$ cat config.mk
export PLATFORM = sky130hd
export DESIGN_NAME = way_replace_ctrl
export DESIGN_NICKNAME = d
export VERILOG_FILES = /design/src/rtl/cache_pkg.sv /design/src/rtl/decoder3to8.sv /design/src/rtl/way_replace_ctrl.sv
export SDC_FILE = /design/constraint.sdc
export NUM_CORES = 1
export LEC_CHECK = 0
export CORE_ASPECT_RATIO = 0.8
export CORE_UTILIZATION = 61
export DETAILED_ROUTE_END_ITERATION = 12
export PLACE_DENSITY = 0.93
export SLEW_MARGIN = 25
export SYNTH_ARGS = -nofsm -noshare
export SYNTH_HDL_FRONTEND = slang
export SYNTH_SLANG_ARGS = --single-unit
$ cat constraint.sdc
create_clock -name clk -period 5.5 [get_ports clk]
set_clock_uncertainty 0.1 [all_clocks]
set_input_delay 0.55 -clock clk [delete_from_list [all_inputs] [get_ports clk]]
set_output_delay 0.55 -clock clk [all_outputs]
set_load 0.02 [all_outputs]
$ cat src/rtl/cache_pkg.sv
// Shared cache definitions: way geometry, replacement FSM states and the
// 7-bit tree pseudo-LRU victim/touch helpers.
package cache_pkg;

    localparam int WAYS   = 8;
    localparam int WAY_W  = 3;
    localparam int PLRU_W = 7;

    typedef enum logic [0:0] {
        IDLE  = 1'b0,
        ALLOC = 1'b1
    } repl_state_t;

    // A tree bit of 0 steers the victim walk toward the lower half.
    function automatic logic [WAY_W-1:0] plru_victim(input logic [PLRU_W-1:0] tree);
        logic       w2;
        logic       w1;
        logic       w0;
        logic [2:0] idx;
        w2  = tree[0];
        w1  = w2 ? tree[2] : tree[1];
        idx = 3'd3 + {1'b0, w2, w1};
        w0  = tree[idx];
        return {w2, w1, w0};
    endfunction

    function automatic logic [PLRU_W-1:0] plru_touch(input logic [PLRU_W-1:0] tree,
                                                     input logic [WAY_W-1:0]  way);
        logic [PLRU_W-1:0] t;
        logic [2:0]        idx1;
        logic [2:0]        idx2;
        t       = tree;
        idx1    = 3'd1 + {2'b00, way[2]};
        idx2    = 3'd3 + {1'b0, way[2:1]};
        t[0]    = ~way[2];
        t[idx1] = ~way[1];
        t[idx2] = ~way[0];
        return t;
    endfunction

endpackage

$ cat src/rtl/decoder3to8.sv
// Enable-gated 3-to-8 one-hot decoder; all outputs low when en is low.
module decoder3to8 (
    input  logic       en,
    input  logic [2:0] sel,
    output logic [7:0] y
);

    generate
        for (genvar gi = 0; gi < 8; gi++) begin : g_dec
            assign y[gi] = en && (sel == 3'(gi));
        end
    endgenerate

endmodule

$ cat src/rtl/way_replace_ctrl.sv
// 8-way tree-PLRU replacement controller with miss/fill allocation FSM.
// Optional hit/miss statistics counters are enabled by defining REPL_STATS_EN.
module way_replace_ctrl
    import cache_pkg::*;
#(
    parameter int NUM_SETS = 8,
    parameter int IDX_W    = $clog2(NUM_SETS)
) (
    input  logic             clk,
    input  logic             reset_n,
    input  logic             access_valid,
    input  logic [IDX_W-1:0] access_set,
    input  logic             access_hit,
    input  logic [2:0]       access_hit_way,
    input  logic             fill_done,
    output logic             access_ready,
    output logic             victim_valid,
    output logic [2:0]       victim_way,
    output logic [7:0]       victim_sel
`ifdef REPL_STATS_EN
    ,
    output logic [15:0]      hit_count,
    output logic [15:0]      miss_count
`endif
);

    repl_state_t       state_reg, state_next;
    logic [IDX_W-1:0]  set_reg, set_next;
    logic [WAY_W-1:0]  victim_way_reg, victim_way_next;

    logic                              wr_en;
    logic [IDX_W-1:0]                  wr_set;
    logic [PLRU_W-1:0]                 wr_tree;
    logic [NUM_SETS-1:0][PLRU_W-1:0]   tree_bus;
    logic [PLRU_W-1:0]                 cur_tree;
    logic [PLRU_W-1:0]                 lat_tree;

    // Trees live in flops rather than RAM so that reset clears every set at once.
    generate
        for (genvar gi = 0; gi < NUM_SETS; gi++) begin : g_set
            logic [PLRU_W-1:0] tree_reg;
            always_ff @(posedge clk) begin
                if (!reset_n)
                    tree_reg <= '0;
                else if (wr_en && (wr_set == IDX_W'(gi)))
                    tree_reg <= wr_tree;
            end
            assign tree_bus[gi] = tree_reg;
        end
    endgenerate

    assign cur_tree = tree_bus[access_set];
    assign lat_tree = tree_bus[set_reg];

    always_comb begin
        state_next      = state_reg;
        set_next        = set_reg;
        victim_way_next = victim_way_reg;
        wr_en           = 1'b0;
        wr_set          = access_set;
        wr_tree         = cur_tree;
        case (state_reg)
            IDLE: begin
                if (access_valid) begin
                    if (access_hit) begin
                        wr_en   = 1'b1;
                        wr_tree = plru_touch(cur_tree, access_hit_way);
                    end else begin
                        set_next        = access_set;
                        victim_way_next = plru_victim(cur_tree);
                        state_next      = ALLOC;
                    end
                end
            end
            ALLOC: begin
                if (fill_done) begin
                    wr_en      = 1'b1;
                    wr_set     = set_reg;
                    wr_tree    = plru_touch(lat_tree, victim_way_reg);
                    state_next = IDLE;
                end
            end
            default: state_next = IDLE;
        endcase
    end

    always_ff @(posedge clk) begin
        if (!reset_n) begin
            state_reg      <= IDLE;
            set_reg        <= '0;
            victim_way_reg <= '0;
        end else begin
            state_reg      <= state_next;
            set_reg        <= set_next;
            victim_way_reg <= victim_way_next;
        end
    end

    assign access_ready = (state_reg == IDLE);
    assign victim_valid = (state_reg == ALLOC);
    assign victim_way   = victim_way_reg;

    decoder3to8 u_victim_dec (
        .en  (victim_valid),
        .sel (victim_way_reg),
        .y   (victim_sel)
    );

`ifdef REPL_STATS_EN
    logic        hit_acc;
    logic        miss_acc;
    logic [15:0] hit_count_reg;
    logic [15:0] miss_count_reg;

    assign hit_acc  = (state_reg == IDLE) && access_valid && access_hit;
    assign miss_acc = (state_reg == IDLE) && access_valid && !access_hit;

    always_ff @(posedge clk) begin
        if (!reset_n) begin
            hit_count_reg  <= '0;
            miss_count_reg <= '0;
        end else begin
            if (hit_acc && (hit_count_reg != 16'hFFFF))
                hit_count_reg <= hit_count_reg + 16'd1;
            if (miss_acc && (miss_count_reg != 16'hFFFF))
                miss_count_reg <= miss_count_reg + 16'd1;
        end
    end

    assign hit_count  = hit_count_reg;
    assign miss_count = miss_count_reg;
`endif

endmodule
* Yosys cells after proc, flatten, opt, wreduce, memory -nomap -nowiden
Cells that the tools add are included.
Cells by class: $add $sub $neg 5, $lt $le $gt $ge 11, equality and inequality tests 14, muxes and demuxes 33, bitwise gates (word level) 8, reductions and logical operators 23
Operators by type and width (number):
- $bmux W7 S3 | 2
- $mux W7 | 5
- $bwmux W7 | 4
- $eq A3 B3 Y1 const B | 8
- $logic_and A1 B1 Y1 | 20
- $lt A3 B4 Y1 const B | 5
- $pmux W7 S2 | 1
- $demux W1 S3 | 4
- $eq A3 B2 Y1 const B | 4
- $mux W1 | 12
- $add A2 B2 Y3 const A | 3
- $lt A2 B4 Y1 const B | 2
- $not A1 Y1 | 8
- $eq A3 B1 Y1 const B | 2
- $ge A3 B1 Y1 const B | 2
- $logic_not A3 Y1 | 2
- $mux W3 | 2
- $add A1 B1 Y2 const A | 2
- $ge A2 B1 Y1 const B | 2
- $pmux W1 S2 | 2
- $bmux W1 S3 | 1
- $reduce_and A3 Y1 | 1
Word-level totals: bits in registers 63, input port bits 11, output and inout port bits 13, word-level logic and storage cells 105

* Logic depth before layout (Yosys ltp)
Gate-level depths: netlist (run 1).
word-level depth 10, gate-level depth with buffers 11, mapped depth without buffers 9

* Cells and area by module
A second synthesis (run 1) with hierarchy kept.
Unflattened totals: cells, all modules 369, area total of the unflattened synthesis 3648.5 um2
By module, submodules not included:
- way_replace_ctrl | instances 1, cells each 361, area each 3552.2 um2, sequential area each 1261.2 um2
- decoder3to8 | instances 1, cells each 8, area each 96.3 um2, sequential area each 0.0 um2

* Worst setup path before layout (run 1)
No wires, ideal clock.
path kind input to register, start point in access_set[2], end point reg victim_way_reg[0] (netlist: victim_way[0]), library setup time 0.126 ns, data arrival time 2.610 ns, required time 5.274 ns, path slack 2.665 ns, cell stages on the path 10, path buffers 1, cells stage by stage buf_6 -> mux4_2 -> mux2i_4 -> nor2_1 -> a21oi_1 -> ha_1 -> mux2i_1 -> a221o_1 -> nand4_1 -> nand4_1
On the way: longest elaborated chain between the ends 6
RTL lines:
- from (decl) | RTL line way_replace_ctrl.sv:12 | input logic [IDX_W-1:0] access_set,
- $bmux W7 S3 (*) | RTL line way_replace_ctrl.sv:52 | assign cur_tree = tree_bus[access_set];
- $mux W7 (implied by the code) (*) | RTL line way_replace_ctrl.sv:52
- $mux W1 | RTL line cache_pkg.sv:21 | w1 = w2 ? tree[2] : tree[1];
- $add A2 B2 Y3 | RTL line cache_pkg.sv:22 | idx = 3'd3 + {1'b0, w2, w1};
- $bmux W1 S3 (*) | RTL line cache_pkg.sv:23 | w0 = tree[idx];
- $mux W1 (implied by the code) (*) | RTL line cache_pkg.sv:23
- to (signal assigned) | RTL line way_replace_ctrl.sv:95 | victim_way_reg <= victim_way_next;
- to (decl) | RTL line way_replace_ctrl.sv:29 | logic [WAY_W-1:0] victim_way_reg, victim_way_next;
Every way passes the cells marked *; elsewhere a longest branch is shown, timed or not. The select of a mux whose other input is x is not followed. A chain may end at the register's enable or synchronous reset.

* Worst setup path after layout (run 1)
Same ends and word-level chain as after synthesis.

==> results of run 1 <==
[power by group through the flow]
stage	registers, mW	clock network [mW]	logic (mW)
after floorplan	0.481	0	0.0982
after global placement	0.489	0	0.124
after detailed placement	0.489	0	0.130
after CTS	0.479	0.407	0.132
after global routing	0.481	0.427	0.147
final	0.480	0.411	0.137
[cells in the mapped netlist]
cell / number / area, µm²
ha_1: 11 / 138
nand2b_1: 4 / 25.0
nor3_1: 2 / 10.0
mux4_2: 20 / 450
o211ai_1: 3 / 22.5
a31oi_1: 5 / 31.3
nor2_1: 34 / 128
buf_6: 1 / 11.3
or2_2: 1 / 6.26
and3_1: 1 / 6.26
a211o_1: 1 / 8.76
buf_2: 10 / 50.1
nand3b_1: 2 / 15.0
o22a_1: 1 / 8.76
mux2i_4: 1 / 22.5
clkbuf_1: 11 / 41.3
mux2i_1: 27 / 270
inv_1: 8 / 30.0
a22oi_1: 3 / 22.5
o21a_1: 4 / 30.0
a21boi_1: 1 / 7.51
nand2_1: 47 / 176
nand3_1: 45 / 225
nand4b_1: 2 / 17.5
o22ai_1: 2 / 12.5
nand4_1: 4 / 25.0
nor2b_1: 6 / 37.5
buf_4: 1 / 7.51
a211oi_1: 3 / 22.5
dfxtp_1: 63 / 1260
o21ai_0: 50 / 250
nor3b_1: 1 / 7.51
a21oi_1: 36 / 180
o21ai_1: 6 / 30.0
a22o_1: 1 / 8.76
buf_1: 1 / 3.75
a2111oi_0: 1 / 8.76
a21oi_2: 1 / 8.76
and2_1: 1 / 6.26
and2_0: 1 / 6.26
o2111ai_1: 2 / 17.5
a221o_1: 1 / 10.0
[worst register-to-register path: stages (launching register included)]
cell and delay [ns]:
dfxtp_1 1.01, mux4_2 0.60, nor2b_1 0.15, a211oi_1 0.25, a21oi_1 0.06, o211ai_1 0.56
o21ai_0 0.21
[metal layers]
metal / share of wire [%] / wire length (µm) / up-vias / global-route usage, %
met5: 0 / 0 / - / 0
li1: - / - / 1596 / -
met2: 45 / 4890 / 305 / 57.0
met4: 4.0 / 427 / 0 / 17.0
met1: 39 / 4160 / 1720 / 46.9
met3: 12 / 1290 / 62 / 12.7
[metrics by stage]
step	utilization (%)	std cells	hold slack [ns]
6_report	72.9	522	0.358
5_1_grt	72.9	522	0.385
4_1_cts	72.9	522	0.361
3_5_place_dp	69.4	506	0.352
3_3_place_gp	69.4	506	0.342
2_1_floorplan	-	426	0.333
[final cells by class]
class | instances | area (µm²) | area share [%]
Multi-Input combinational cell | 331 | 2250 | 55.0
Inverter | 8 | 30.0 | 0.733
Clock inverter | 5 | 57.6 | 1.41
Clock buffer | 11 | 141 | 3.45
Sequential cell | 63 | 1260 | 30.8
Tap cell | 78 | 97.6 | 2.38
Timing Repair Buffer | 26 | 253 | 6.17
[worst min-delay path by stage]
stage | end | slack [ns] | from
after floorplan | g_set[1].tree_reg[0]$_SDFFE_PN0P_ | 0.33 | g_set[1].tree_reg[0]$_SDFFE_PN0P_
after detailed placement | g_set[7].tree_reg[0]$_SDFFE_PN0P_ | 0.35 | g_set[7].tree_reg[0]$_SDFFE_PN0P_
after global routing | g_set[3].tree_reg[0]$_SDFFE_PN0P_ | 0.38 | g_set[3].tree_reg[0]$_SDFFE_PN0P_
after global placement | g_set[3].tree_reg[0]$_SDFFE_PN0P_ | 0.34 | g_set[3].tree_reg[0]$_SDFFE_PN0P_
after CTS | g_set[7].tree_reg[0]$_SDFFE_PN0P_ | 0.36 | g_set[7].tree_reg[0]$_SDFFE_PN0P_
final | g_set[7].tree_reg[0]$_SDFFE_PN0P_ | 0.36 | g_set[7].tree_reg[0]$_SDFFE_PN0P_
[cell families after synthesis]
group | after synthesis | share of synthesized area (%)
buffers and inverters | 32 | 3.93
flip-flops | 63 | 34.5
adder cells (fa/ha/maj) | 11 | 3.76
AO/OA/AOI/OAI | 121 | 18.6
AND/OR/NAND/NOR | 151 | 18.9
multiplexers | 48 | 20.3
==> report_table.html, run 1 <==
<table>
<tr><th>Metric</th><th>Value</th></tr>
<tr><th colspan="2">Status</th></tr>
<tr><td>Status</td><td>finished, final reports clean</td></tr>
<tr><th colspan="2">Critical path</th></tr>
<tr><td>CP Data Arrival Time</td><td>a little over 4 ns</td></tr>
<tr><td>Slowest cell delay on critical path</td><td>1.11 ns</td></tr>
<tr><td>First element of the critical path</td><td>access_set[2]</td></tr>
<tr><td>CP Launch Type</td><td>input port</td></tr>
<tr><td>Cell-by-cell listing of the critical path</td><td>clkdlybuf4s50_1 &gt; mux4_2 &gt; mux2i_4 &gt; nor2_1 &gt; a21oi_1 &gt; ha_1 &gt; mux2i_1 &gt; a221o_1 &gt; nand4_1 &gt; nand4_1</td></tr>
<tr><td>Total number of cells along the worst setup path</td><td>10</td></tr>
<tr><td>Reg2Reg Capture Point</td><td>g_set[0].tree_reg[5]$_SDFFE_PN0P_</td></tr>
<tr><td>Family of cells with the greatest summed delay on the critical path</td><td>buffers and inverters</td></tr>
<tr><td>Type of destination of the critical path</td><td>register</td></tr>
<tr><td>Max FO, Critical Path</td><td>19</td></tr>
<tr><td>Crit Path Class</td><td>in -&gt; reg</td></tr>
<tr><td>Worst reg-to-reg setup slack</td><td>2.40 ns</td></tr>
<tr><td>FF-to-FF Start</td><td>set_reg[2]$_SDFFE_PN0P_</td></tr>
<tr><td>Cell with the most instances on the worst path</td><td>nand4_1</td></tr>
<tr><td>Capture point of the worst path</td><td>victim_way[0]$_SDFFE_PN0P_</td></tr>
<tr><td>Number of buffers and inverters on the critical path</td><td>1</td></tr>
<tr><td>Depth of the worst register-to-register path</td><td>6</td></tr>
<tr><td>Required time reported for the critical path endpoint</td><td>5.65 ns</td></tr>
<tr><td>Cell at the slowest stage of the critical path</td><td>clkdlybuf4s50_1</td></tr>
<tr><th colspan="2">Final layout</th></tr>
<tr><td>Fraction of final layout cells with drive strength greater than 1</td><td>9.23%</td></tr>
<tr><td>Layout filler cell count</td><td>415</td></tr>
<tr><td>Most common library cell in the layout ignoring fill and taps</td><td>dfxtp_1</td></tr>
<tr><td>Antenna diode count</td><td>0</td></tr>
<tr><td>Area added between synthesis and finish</td><td>11.9%</td></tr>
<tr><td>Final Net Count</td><td>461</td></tr>
<tr><td>Most frequent cells in the layout</td><td>63 x dfxtp_1, 50 x o21ai_0, 47 x nand2_1</td></tr>
<tr><td>Final std cell area, no fill</td><td>around 4000 µm²</td></tr>
<tr><td>Max FFs per register</td><td>56</td></tr>
<tr><th colspan="2">Power</th></tr>
<tr><td>Internal power of the cells</td><td>between 700 and 800 µW</td></tr>
<tr><td>Power consumption</td><td>1.03 mW</td></tr>
<tr><td>Fraction of power consumed by the clock network</td><td>approximately two fifths</td></tr>
<tr><td>Net switching share of the total power</td><td>28.4%</td></tr>
<tr><td>Net Sw Power</td><td>about 290 µW</td></tr>
<tr><td>Worst-case vdd ir drop</td><td>284 µV</td></tr>
<tr><td>Leak pwr</td><td>approximately 1.4 nW</td></tr>
<tr><td>Portion of total power attributed to combinational logic</td><td>a little over an eighth</td></tr>
<tr><td>Flop pwr share</td><td>46.7%</td></tr>
<tr><td>Power density of the placed cells</td><td>251 nW/µm²</td></tr>
<tr><th colspan="2">Timing</th></tr>
<tr><td>Number of failing hold endpoints at the final stage</td><td>0</td></tr>
<tr><td>Maximum clock frequency</td><td>0.256 GHz</td></tr>
<tr><td>Aggregate negative setup slack</td><td>0 ns</td></tr>
<tr><td>Setup repair after global routing missed its margin</td><td>no</td></tr>
<tr><td>Post-route fraction of the period consumed by the critical path</td><td>71.0%</td></tr>
<tr><td>Crit path time final</td><td>3.90 ns</td></tr>
<tr><td>Worst relative slew slack</td><td>a little under a third</td></tr>
<tr><td>Setup ws final</td><td>1.60 ns</td></tr>
<tr><td>Slew at the pin closest to its max-slew limit</td><td>1.04 ns</td></tr>
<tr><td>Max Slew Vio Count</td><td>0</td></tr>
<tr><td>Finish-stage setup viols</td><td>0</td></tr>
<tr><th colspan="2">Job</th></tr>
<tr><td>Number of maximum-capacitance violations</td><td>0</td></tr>
<tr><th colspan="2">Clock network</th></tr>
<tr><td>CTS Hold Buffers Added</td><td>0</td></tr>
<tr><td>Total CTS buffers</td><td>9</td></tr>
<tr><td>CTS Root Cell</td><td>clkbuf_8</td></tr>
<tr><td># resized after CTS</td><td>0</td></tr>
<tr><td>Clock transition at path regs</td><td>0.08 ns</td></tr>
<tr><td>Post-CTS setup-driven buffer insertion count</td><td>0</td></tr>
<tr><td>Max clock buf depth</td><td>2</td></tr>
<tr><td>Clock tree from TritonCTS</td><td>yes</td></tr>
<tr><td>Skew-Pair Late Insertion Delay</td><td>0.36 ns</td></tr>
<tr><td>Number of levels the H-tree was split into</td><td>3</td></tr>
<tr><td>Number of sinks handled by clock tree synthesis</td><td>63</td></tr>
<tr><th colspan="2">Floorplan</th></tr>
<tr><td>Floorplan Core Area</td><td>5620 µm²</td></tr>
<tr><td>Initial cell density of the core</td><td>between 60 and 70%</td></tr>
<tr><td>Chip height</td><td>71.3 µm</td></tr>
<tr><td>Width of the chip</td><td>88.6 µm</td></tr>
<tr><td>Top-Level Pins</td><td>24</td></tr>
<tr><td>Number of rows in the core area</td><td>24</td></tr>
<tr><td>Die outline area</td><td>6310 µm²</td></tr>
<tr><th colspan="2">Worst hold path</th></tr>
<tr><td>Type of the worst min-delay path</td><td>reg -&gt; reg</td></tr>
<tr><td>Number of cells on the worst hold path</td><td>2</td></tr>
<tr><th colspan="2">Yosys</th></tr>
<tr><td>Post-synth cell types</td><td>42</td></tr>
<tr><td>Cells after synthesis</td><td>426</td></tr>
<tr><td>Number of synthesized register bits</td><td>63</td></tr>
<tr><td>Post-Synthesis Mean Instance Area</td><td>8.59 µm²</td></tr>
<tr><td>Syn Nets</td><td>around 450</td></tr>
<tr><td>Post-synthesis cell area</td><td>3660 µm²</td></tr>
<tr><td>Sequential-to-total area share from yosys stat</td><td>34.5%</td></tr>
<tr><td>Syn. warnings</td><td>0</td></tr>
<tr><th colspan="2">GRT</th></tr>
<tr><td>Pin count of the biggest net entering global routing</td><td>55</td></tr>
<tr><td>Total routing usage reported by global routing</td><td>36.9%</td></tr>
<tr><td>First-pass GRT wire length</td><td>17400 µm</td></tr>
<tr><td>Vias in the first global route</td><td>3509</td></tr>
<tr><td>Aggregate global routing overflow</td><td>0</td></tr>
<tr><td>Antenna violations before repair</td><td>0</td></tr>
<tr><th colspan="2">Route</th></tr>
<tr><td>Final WL</td><td>10800 µm</td></tr>
<tr><td>Vias</td><td>about 3700</td></tr>
<tr><td>Vias per cell</td><td>7.06</td></tr>
<tr><td>Residual DRC count</td><td>0</td></tr>
<tr><td>Average wire per standard cell</td><td>20.6 µm</td></tr>
<tr><td>Number of design-rule violations left by the first detailed-router iteration</td><td>492</td></tr>
<tr><td>Number of nets still failing antenna checks after routing</td><td>0</td></tr>
<tr><td>Iteration count of the initial detailed-routing pass</td><td>7</td></tr>
<tr><th colspan="2">Placed design</th></tr>
<tr><td>Pre-CTS worst setup slack</td><td>1.34 ns</td></tr>
<tr><td>Total half-perimeter wirelength after legalization and detailed placement</td><td>7000 µm</td></tr>
<tr><td>Number of buffer cells added on primary ports</td><td>23</td></tr>
<tr><td>Final Wtd Congestion</td><td>0.926</td></tr>
<tr><td>Placed Instance Area</td><td>roughly 3900 µm²</td></tr>
</table>
No activity file was read; power rests on OpenSTA's default activity.
==> run 2: changes to the inputs <==
--- a/config.mk
+++ b/config.mk
@@ -6,9 +6,9 @@
 export NUM_CORES = 1
 export LEC_CHECK = 0
 export CORE_ASPECT_RATIO = 0.8
-export CORE_UTILIZATION = 61
+export CORE_UTILIZATION = 59
 export DETAILED_ROUTE_END_ITERATION = 12
-export PLACE_DENSITY = 0.93
+export PLACE_DENSITY = 0.91
 export SLEW_MARGIN = 25
 export SYNTH_ARGS = -nofsm -noshare
 export SYNTH_HDL_FRONTEND = slang
==> constraint.sdc (replaced) <==
create_clock -name clk -period 3.85 [get_ports clk]
set_clock_uncertainty 0.1 [all_clocks]
set_input_delay 0.385 -clock clk [delete_from_list [all_inputs] [get_ports clk]]
set_output_delay 0.385 -clock clk [all_outputs]
set_load 0.02 [all_outputs]
==> report_table.html, run 2 (synthesis gave the netlist of run 1 again) <==
<table>
<tr><th>Metric</th><th>Value</th></tr>
<tr><th colspan="2">Clock network</th></tr>
<tr><td>CTS Hold Buffers Added</td><td>0 (unchanged)</td></tr>
<tr><td>Number of sinks handled by clock tree synthesis</td><td>63 (unchanged)</td></tr>
<tr><td>Max clock buf depth</td><td>2 (unchanged)</td></tr>
<tr><td>Clock transition at path regs</td><td>0.07 ns (about the same)</td></tr>
<tr><td>Number of levels the H-tree was split into</td><td>3 (unchanged)</td></tr>
<tr><td>Post-CTS setup-driven buffer insertion count</td><td>0 (unchanged)</td></tr>
<tr><td>Total CTS buffers</td><td>9 (unchanged)</td></tr>
<tr><td>Clock tree from TritonCTS</td><td>yes</td></tr>
<tr><td># resized after CTS</td><td>0 (unchanged)</td></tr>
<tr><td>Skew-Pair Late Insertion Delay</td><td>0.35 ns (about the same)</td></tr>
<tr><td>CTS Root Cell</td><td>clkbuf_8</td></tr>
<tr><th colspan="2">Critical path</th></tr>
<tr><td>FF-to-FF Start</td><td>set_reg[0]$_SDFFE_PN0P_</td></tr>
<tr><td>Max FO, Critical Path</td><td>19 (unchanged)</td></tr>
<tr><td>Crit Path Class</td><td>in -&gt; reg</td></tr>
<tr><td>Type of destination of the critical path</td><td>register</td></tr>
<tr><td>CP Launch Type</td><td>input port</td></tr>
<tr><td>Reg2Reg Capture Point</td><td>g_set[1].tree_reg[2]$_SDFFE_PN0P_</td></tr>
<tr><td>CP Data Arrival Time</td><td>3.26 ns (-0.79 ns)</td></tr>
<tr><td>Worst reg-to-reg setup slack</td><td>0.96 ns (-1.44 ns)</td></tr>
<tr><td>First element of the critical path</td><td>access_set[0]</td></tr>
<tr><td>Required time reported for the critical path endpoint</td><td>3.99 ns (-1.66 ns)</td></tr>
<tr><td>Cell-by-cell listing of the critical path</td><td>clkdlybuf4s50_1 &gt; buf_4 &gt; mux4_2 &gt; mux2i_4 &gt; nor2_1 &gt; a21oi_1 &gt; ha_1 &gt; mux2i_1 &gt; a221o_1 &gt; nand4_1 &gt; nand4_1</td></tr>
<tr><td>Capture point of the worst path</td><td>victim_way[0]$_SDFFE_PN0P_</td></tr>
<tr><td>Slowest cell delay on critical path</td><td>0.50 ns (-0.61 ns)</td></tr>
<tr><td>Depth of the worst register-to-register path</td><td>5 (-1)</td></tr>
<tr><td>Cell at the slowest stage of the critical path</td><td>clkdlybuf4s50_1</td></tr>
<tr><td>Cell with the most instances on the worst path</td><td>nand4_1</td></tr>
<tr><th colspan="2">Floorplan</th></tr>
<tr><td>Width of the chip</td><td>90.0 µm (+1.6%)</td></tr>
<tr><td>Die outline area</td><td>6520 µm² (+3.3%)</td></tr>
<tr><td>Number of rows in the core area</td><td>25 (+4.2%)</td></tr>
<tr><td>Floorplan Core Area</td><td>5940 µm² (+5.8%)</td></tr>
<tr><td>Chip height</td><td>72.4 µm (+1.6%)</td></tr>
<tr><td>Top-Level Pins</td><td>24 (unchanged)</td></tr>
<tr><td>Initial cell density of the core</td><td>61.6% (-3.6 points)</td></tr>
<tr><th colspan="2">Timing</th></tr>
<tr><td>Number of failing hold endpoints at the final stage</td><td>0 (unchanged)</td></tr>
<tr><td>Crit path time final</td><td>3.12 ns</td></tr>
<tr><td>Setup repair after global routing missed its margin</td><td>no</td></tr>
<tr><td>Post-route fraction of the period consumed by the critical path</td><td>81.1%</td></tr>
<tr><td>Max Slew Vio Count</td><td>0 (unchanged)</td></tr>
<tr><td>Aggregate negative setup slack</td><td>0 ns (unchanged)</td></tr>
<tr><td>Slew at the pin closest to its max-slew limit</td><td>0.833 ns (-0.208 ns)</td></tr>
<tr><td>Finish-stage setup viols</td><td>0 (unchanged)</td></tr>
<tr><td>Worst relative slew slack</td><td>44.4% (+14 points)</td></tr>
<tr><td>Maximum clock frequency</td><td>~0.32 GHz</td></tr>
<tr><th colspan="2">Placed design</th></tr>
<tr><td>Placed Instance Area</td><td>3920 µm² (+0.67%)</td></tr>
<tr><td>Number of buffer cells added on primary ports</td><td>23 (unchanged)</td></tr>
<tr><td>Final Wtd Congestion</td><td>0.919 (-0.78%)</td></tr>
<tr><td>Total half-perimeter wirelength after legalization and detailed placement</td><td>6900 µm (-1.5%)</td></tr>
<tr><th colspan="2">GRT</th></tr>
<tr><td>Met2 track demand over resource in global routing</td><td>50.8% (-6.2 points)</td></tr>
<tr><td>Busiest layer in global routing</td><td>met2</td></tr>
<tr><td>Pin count of the biggest net entering global routing</td><td>33 (-40%)</td></tr>
<tr><td>Antenna violations before repair</td><td>0 (unchanged)</td></tr>
<tr><td>First-pass GRT wire length</td><td>16500 µm (-5.0%)</td></tr>
<tr><td>Aggregate global routing overflow</td><td>0 (unchanged)</td></tr>
<tr><td>Met1 Usage GRT</td><td>40.5% (-6.3 points)</td></tr>
<tr><td>Total routing usage reported by global routing</td><td>32.9% (-4.0 points)</td></tr>
<tr><td>Vias in the first global route</td><td>3274 (-6.7%)</td></tr>
<tr><td>Met3 capacity usage during global routing</td><td>11.2% (-1.5 points)</td></tr>
<tr><th colspan="2">Final layout</th></tr>
<tr><td>Final Net Count</td><td>464 (+0.65%)</td></tr>
<tr><td>Most frequent cells in the layout</td><td>63 x dfxtp_1, 50 x o21ai_0, 47 x nand2_1</td></tr>
<tr><td>Final std cell area, no fill</td><td>4150 µm² (+1.4%)</td></tr>
<tr><td>Fraction of final layout cells with drive strength greater than 1</td><td>10.1% (+0.83 points)</td></tr>
<tr><td>Max FFs per register</td><td>56 (unchanged)</td></tr>
<tr><td>Layout filler cell count</td><td>457 (+10%)</td></tr>
<tr><td>Antenna diode count</td><td>0 (unchanged)</td></tr>
<tr><td>Most common library cell in the layout ignoring fill and taps</td><td>dfxtp_1</td></tr>
<tr><td>Area added between synthesis and finish</td><td>13.5%</td></tr>
<tr><th colspan="2">Route</th></tr>
<tr><td>Average wire per standard cell</td><td>19.0 µm (-8.0%)</td></tr>
<tr><td>Vias per cell</td><td>6.61 (-6.3%)</td></tr>
<tr><td>Number of nets still failing antenna checks after routing</td><td>0 (unchanged)</td></tr>
<tr><td>Iteration count of the initial detailed-routing pass</td><td>5 (-2)</td></tr>
<tr><td>Vias</td><td>3492 (-5.2%)</td></tr>
<tr><td>Final WL</td><td>10000 µm (-7.0%)</td></tr>
<tr><td>Number of design-rule violations left by the first detailed-router iteration</td><td>314 (-36%)</td></tr>
<tr><td>Residual DRC count</td><td>0 (unchanged)</td></tr>
<tr><th colspan="2">Job</th></tr>
<tr><td>Number of maximum-capacitance violations</td><td>0 (unchanged)</td></tr>
<tr><th colspan="2">Status</th></tr>
<tr><td>Status</td><td>finished, final reports clean</td></tr>
<tr><th colspan="2">Power</th></tr>
<tr><td>Leak pwr</td><td>1.46 nW (+2.3%)</td></tr>
<tr><td>Worst-case vdd ir drop</td><td>294 µV (+3.4%)</td></tr>
<tr><td>Power density of the placed cells</td><td>371 nW/µm² (+47%)</td></tr>
<tr><th colspan="2">Worst hold path</th></tr>
<tr><td>Type of the worst min-delay path</td><td>reg -&gt; reg</td></tr>
</table>
run 2: worst min-delay path by stage:
stage,from,to,cells after the start
after detailed placement,g_set[1].tree_reg[0]$_SDFFE_PN0P_,g_set[1].tree_reg[0]$_SDFFE_PN0P_,2
after CTS,g_set[1].tree_reg[0]$_SDFFE_PN0P_,g_set[1].tree_reg[0]$_SDFFE_PN0P_,2
after floorplan,g_set[1].tree_reg[0]$_SDFFE_PN0P_,g_set[1].tree_reg[0]$_SDFFE_PN0P_,2
after global placement,g_set[5].tree_reg[0]$_SDFFE_PN0P_,g_set[5].tree_reg[0]$_SDFFE_PN0P_,2
final,g_set[5].tree_reg[0]$_SDFFE_PN0P_,g_set[5].tree_reg[0]$_SDFFE_PN0P_,2
after global routing,g_set[5].tree_reg[0]$_SDFFE_PN0P_,g_set[5].tree_reg[0]$_SDFFE_PN0P_,2
run 2: power by group:
group | internal (mW) | switching, mW
Sequential | 0.663 | 0.0196
Combinational | 0.0753 | 0.121
Clock | 0.385 | 0.275
Total | 1.12 | 0.415
run 2: final cells by class:
cell class	instances	area, µm²	area share (%)
timing repair buffer	29	275	6.63
multi-input combinational	331	2250	54.3
tap	81	101	2.44
clock inverter	6	92.6	2.23
clock buffer	10	138	3.32
sequential	63	1260	30.4
inverter	8	30.0	0.723
run 2: routing by layer:
| layer | wire length (µm) | vias to the layer above |
|---|---|---|
| li1 | - | 1602 |
| met3 | 996 | 42 |
| met5 | 0 | - |
| met4 | 379 | 0 |
| met2 | 4600 | 215 |
| met1 | 4050 | 1633 |
run 2: worst max-delay path, delay by kind of cell:
| kind | cells | cell delay, ns |
|---|---|---|
| AO/OA/AOI/OAI | 2 | 0.58 |
| AND/OR/NAND/NOR | 3 | 0.30 |
| adder cells (fa/ha/maj) | 1 | 0.36 |
| multiplexers | 3 | 0.82 |
| buffers and inverters | 2 | 0.80 |
run 2: metrics by stage:
stage | hold slack, ns | util [%] | power, mW | cells | setup WS (ns)
after global routing | 0.382 | 69.9 | 1.59 | 528 | 0.594
final | 0.361 | 69.9 | 1.54 | 528 | 0.729
after global placement | 0.343 | 66.0 | 0.877 | 512 | 0.530
after detailed placement | 0.351 | 66.0 | 0.884 | 512 | 0.450
after floorplan | 0.333 | - | 0.827 | 426 | 1.18
after CTS | 0.361 | 69.9 | 1.54 | 528 | 0.802
==> run 3: changes to the inputs <==
--- a/config.mk
+++ b/config.mk
@@ -6,9 +6,9 @@
 export NUM_CORES = 1
 export LEC_CHECK = 0
 export CORE_ASPECT_RATIO = 0.8
-export CORE_UTILIZATION = 59
+export CORE_UTILIZATION = 54
 export DETAILED_ROUTE_END_ITERATION = 12
-export PLACE_DENSITY = 0.91
+export PLACE_DENSITY = 0.88
 export SLEW_MARGIN = 25
 export SYNTH_ARGS = -nofsm -noshare
 export SYNTH_HDL_FRONTEND = slang
==> constraint.sdc (replaced) <==
create_clock -name clk -period 2.84 [get_ports clk]
set_clock_uncertainty 0.1 [all_clocks]
set_input_delay 0.284 -clock clk [delete_from_list [all_inputs] [get_ports clk]]
set_output_delay 0.284 -clock clk [all_outputs]
set_load 0.02 [all_outputs]
==> report_table.html, run 3 (synthesis gave the netlist of run 1 again) <==
<table>
<tr><th>Metric</th><th>Value</th></tr>
<tr><th colspan="2">Status</th></tr>
<tr><td>Status</td><td>finished, final reports clean</td></tr>
<tr><th colspan="2">GRT</th></tr>
<tr><td>Vias in the first global route</td><td>3208 (-2.0%)</td></tr>
<tr><td>Pin count of the biggest net entering global routing</td><td>54 (+64%)</td></tr>
<tr><td>Aggregate global routing overflow</td><td>0 (unchanged)</td></tr>
<tr><td>Antenna violations before repair</td><td>0 (unchanged)</td></tr>
<tr><td>Total routing usage reported by global routing</td><td>30.9% (-2.0 points)</td></tr>
<tr><td>First-pass GRT wire length</td><td>16200 µm (-1.7%)</td></tr>
<tr><th colspan="2">Clock network</th></tr>
<tr><td>Skew-Pair Late Insertion Delay</td><td>0.36 ns (about the same)</td></tr>
<tr><td>Number of sinks handled by clock tree synthesis</td><td>63 (unchanged)</td></tr>
<tr><td>Clock tree from TritonCTS</td><td>yes</td></tr>
<tr><td>Total CTS buffers</td><td>9 (unchanged)</td></tr>
<tr><td>Clock transition at path regs</td><td>0.07 ns (about the same)</td></tr>
<tr><td>Post-CTS setup-driven buffer insertion count</td><td>0 (unchanged)</td></tr>
<tr><td>Max clock buf depth</td><td>2 (unchanged)</td></tr>
<tr><td>CTS Root Cell</td><td>clkbuf_8</td></tr>
<tr><td>CTS Hold Buffers Added</td><td>0 (unchanged)</td></tr>
<tr><td>Number of levels the H-tree was split into</td><td>3 (unchanged)</td></tr>
<tr><td># resized after CTS</td><td>0 (unchanged)</td></tr>
<tr><th colspan="2">Timing</th></tr>
<tr><td>Max Slew Vio Count</td><td>0 (unchanged)</td></tr>
<tr><td>Post-route fraction of the period consumed by the critical path</td><td>95.4%</td></tr>
<tr><td>Finish-stage setup viols</td><td>0 (unchanged)</td></tr>
<tr><td>Number of failing hold endpoints at the final stage</td><td>0 (unchanged)</td></tr>
<tr><td>Crit path time final</td><td>2.71 ns</td></tr>
<tr><td>Slew at the pin closest to its max-slew limit</td><td>0.761 ns (-0.0720 ns)</td></tr>
<tr><td>Worst relative slew slack</td><td>49.1% (+4.8 points)</td></tr>
<tr><td>Setup repair after global routing missed its margin</td><td>no</td></tr>
<tr><td>Maximum clock frequency</td><td>0.369 GHz</td></tr>
<tr><th colspan="2">Floorplan</th></tr>
<tr><td>Initial cell density of the core</td><td>56.5% (-5.0 points)</td></tr>
<tr><td>Floorplan Core Area</td><td>6470 µm² (+8.9%)</td></tr>
<tr><td>Chip height</td><td>75.6 µm (+4.4%)</td></tr>
<tr><td>Top-Level Pins</td><td>24 (unchanged)</td></tr>
<tr><td>Width of the chip</td><td>94.0 µm (+4.4%)</td></tr>
<tr><td>Die outline area</td><td>7110 µm² (+9.0%)</td></tr>
<tr><td>Number of rows in the core area</td><td>26 (+4.0%)</td></tr>
<tr><th colspan="2">Power</th></tr>
<tr><td>Power density of the placed cells</td><td>450 nW/µm² (+21%)</td></tr>
<tr><td>Power consumption</td><td>1.90 mW (+23%)</td></tr>
<tr><td>Worst-case vdd ir drop</td><td>351 µV (+19%)</td></tr>
<tr><td>Leak pwr</td><td>1.52 nW (+3.6%)</td></tr>
<tr><th colspan="2">Worst hold path</th></tr>
<tr><td>Worst Hold Launch</td><td>g_set[7].tree_reg[0]$_SDFFE_PN0P_</td></tr>
<tr><td>Number of cells on the worst hold path</td><td>2 (unchanged)</td></tr>
<tr><td>Type of the worst min-delay path</td><td>reg -&gt; reg</td></tr>
<tr><td>Hold path endpoint</td><td>g_set[7].tree_reg[0]$_SDFFE_PN0P_</td></tr>
<tr><th colspan="2">Critical path</th></tr>
<tr><td>CP Data Arrival Time</td><td>2.82 ns (-0.44 ns)</td></tr>
<tr><td>CP Launch Type</td><td>register</td></tr>
<tr><td>First element of the critical path</td><td>set_reg[2]$_SDFFE_PN0P_</td></tr>
<tr><td>Crit Path Class</td><td>reg -&gt; reg</td></tr>
<tr><td>Reg2Reg Capture Point</td><td>g_set[5].tree_reg[5]$_SDFFE_PN0P_</td></tr>
<tr><td>Worst reg-to-reg setup slack</td><td>0.13 ns (-0.83 ns)</td></tr>
<tr><td>Slowest cell delay on critical path</td><td>0.72 ns (+0.22 ns)</td></tr>
<tr><td>Max FO, Critical Path</td><td>11 (-8)</td></tr>
<tr><td>Required time reported for the critical path endpoint</td><td>2.95 ns (-1.04 ns)</td></tr>
<tr><td>FF-to-FF Start</td><td>set_reg[2]$_SDFFE_PN0P_</td></tr>
<tr><td>Type of destination of the critical path</td><td>register</td></tr>
<tr><td>Cell at the slowest stage of the critical path</td><td>dfxtp_1</td></tr>
<tr><td>Number of buffers and inverters on the critical path</td><td>0 (-2)</td></tr>
<tr><td>Family of cells with the greatest summed delay on the critical path</td><td>compound AO/OA/AOI/OAI gates</td></tr>
<tr><td>Cell-by-cell listing of the critical path</td><td>mux4_2 &gt; nor2b_1 &gt; a211oi_1 &gt; a21oi_1 &gt; o211ai_1 &gt; o21ai_0</td></tr>
<tr><td>Depth of the worst register-to-register path</td><td>6 (+1)</td></tr>
<tr><th colspan="2">Placed design</th></tr>
<tr><td>Final Wtd Congestion</td><td>0.918 (-0.12%)</td></tr>
<tr><td>Number of instances in the placed design</td><td>532 (+3.9%)</td></tr>
<tr><td>Total half-perimeter wirelength after legalization and detailed placement</td><td>7330 µm (+6.3%)</td></tr>
<tr><td>Number of buffer cells added on primary ports</td><td>23 (unchanged)</td></tr>
<tr><th colspan="2">Final layout</th></tr>
<tr><td>Non-filler instance count after layout</td><td>547 (+3.6%)</td></tr>
<tr><td>Antenna diode count</td><td>0 (unchanged)</td></tr>
<tr><td>Final Net Count</td><td>481 (+3.7%)</td></tr>
<tr><td>Most frequent cells in the layout</td><td>63 x dfxtp_1, 50 x o21ai_0, 47 x nand2_1</td></tr>
<tr><td>End-of-flow core utilization</td><td>65.2% (-4.7 points)</td></tr>
<tr><td>Max FFs per register</td><td>56 (unchanged)</td></tr>
<tr><td>Fraction of final layout cells with drive strength greater than 1</td><td>12.7% (+2.7 points)</td></tr>
<tr><td>Layout filler cell count</td><td>540 (+18%)</td></tr>
<tr><td>Area added between synthesis and finish</td><td>15.3%</td></tr>
<tr><td>Most common library cell in the layout ignoring fill and taps</td><td>dfxtp_1</td></tr>
<tr><th colspan="2">Route</th></tr>
<tr><td>Vias</td><td>3557 (+1.9%)</td></tr>
<tr><td>Residual DRC count</td><td>0 (unchanged)</td></tr>
<tr><td>Vias per cell</td><td>6.50 (-1.7%)</td></tr>
<tr><td>Final WL</td><td>10200 µm (+1.3%)</td></tr>
<tr><td>Number of design-rule violations left by the first detailed-router iteration</td><td>329 (+4.8%)</td></tr>
<tr><td>Average wire per standard cell</td><td>18.6 µm (-2.2%)</td></tr>
<tr><td>Iteration count of the initial detailed-routing pass</td><td>5 (unchanged)</td></tr>
<tr><td>Number of nets still failing antenna checks after routing</td><td>0 (unchanged)</td></tr>
<tr><th colspan="2">Job</th></tr>
<tr><td>Number of maximum-capacitance violations</td><td>0 (unchanged)</td></tr>
</table>
==> run 3: metrics by stage <==
stage          instance area (µm²)  setup TNS, ns  hold slack [ns]  setup WS, ns
5_1_grt                       4220              0            0.387        0.0430
3_3_place_gp                  4050        -0.0738            0.345       -0.0738
2_1_floorplan                 3660              0            0.333         0.271
3_5_place_dp                  4050         -0.215            0.353        -0.158
4_1_cts                       4220              0            0.361         0.214
6_report                      4220              0            0.362         0.131
==> run 3: how the worst max path moves through the flow <==
stage | endpoint | depth (start not counted)
after floorplan | victim_way[0]$_SDFFE_PN0P_ | 10
after global placement | victim_way[0]$_SDFFE_PN0P_ | 11
after detailed placement | victim_way[0]$_SDFFE_PN0P_ | 12
after CTS | victim_way[0]$_SDFFE_PN0P_ | 12
after global routing | g_set[7].tree_reg[3]$_SDFFE_PN0P_ | 7
final | g_set[5].tree_reg[5]$_SDFFE_PN0P_ | 6
==> run 3: final cells by class <==
cell class / count / area (µm²) / share of cell area (%)
inverter: 8 / 30.0 / 0.712
clock inverter: 3 / 20.0 / 0.475
tap: 84 / 105 / 2.49
timing repair buffer: 46 / 403 / 9.55
sequential: 63 / 1260 / 29.9
clock buffer: 12 / 145 / 3.44
multi-input combinational: 331 / 2250 / 53.4
==> run 3: per-layer routing <==
layer,GRT usage [%],share of wire (%),up-vias
met5,0,0,-
met4,14.2,2.6,0
met3,8.18,9.5,31
met2,47.9,46,206
met1,41.1,42,1689
li1,-,-,1631
==> run 3: power breakdown <==
group,switching [mW],total [mW],internal [mW],leakage [nW]
clock,0.351,0.685,0.334,0.0785
combinational,0.170,0.288,0.118,0.928
sequential,0.0252,0.924,0.899,0.509
==> run 3: worst reg2reg max path, delay by kind of cell, from the launching register on <==
kind	cells	cell delay, ns
multiplexers	1	0.57
AND/OR/NAND/NOR	1	0.14
AO/OA/AOI/OAI	4	1.04
flip-flops	1	0.72
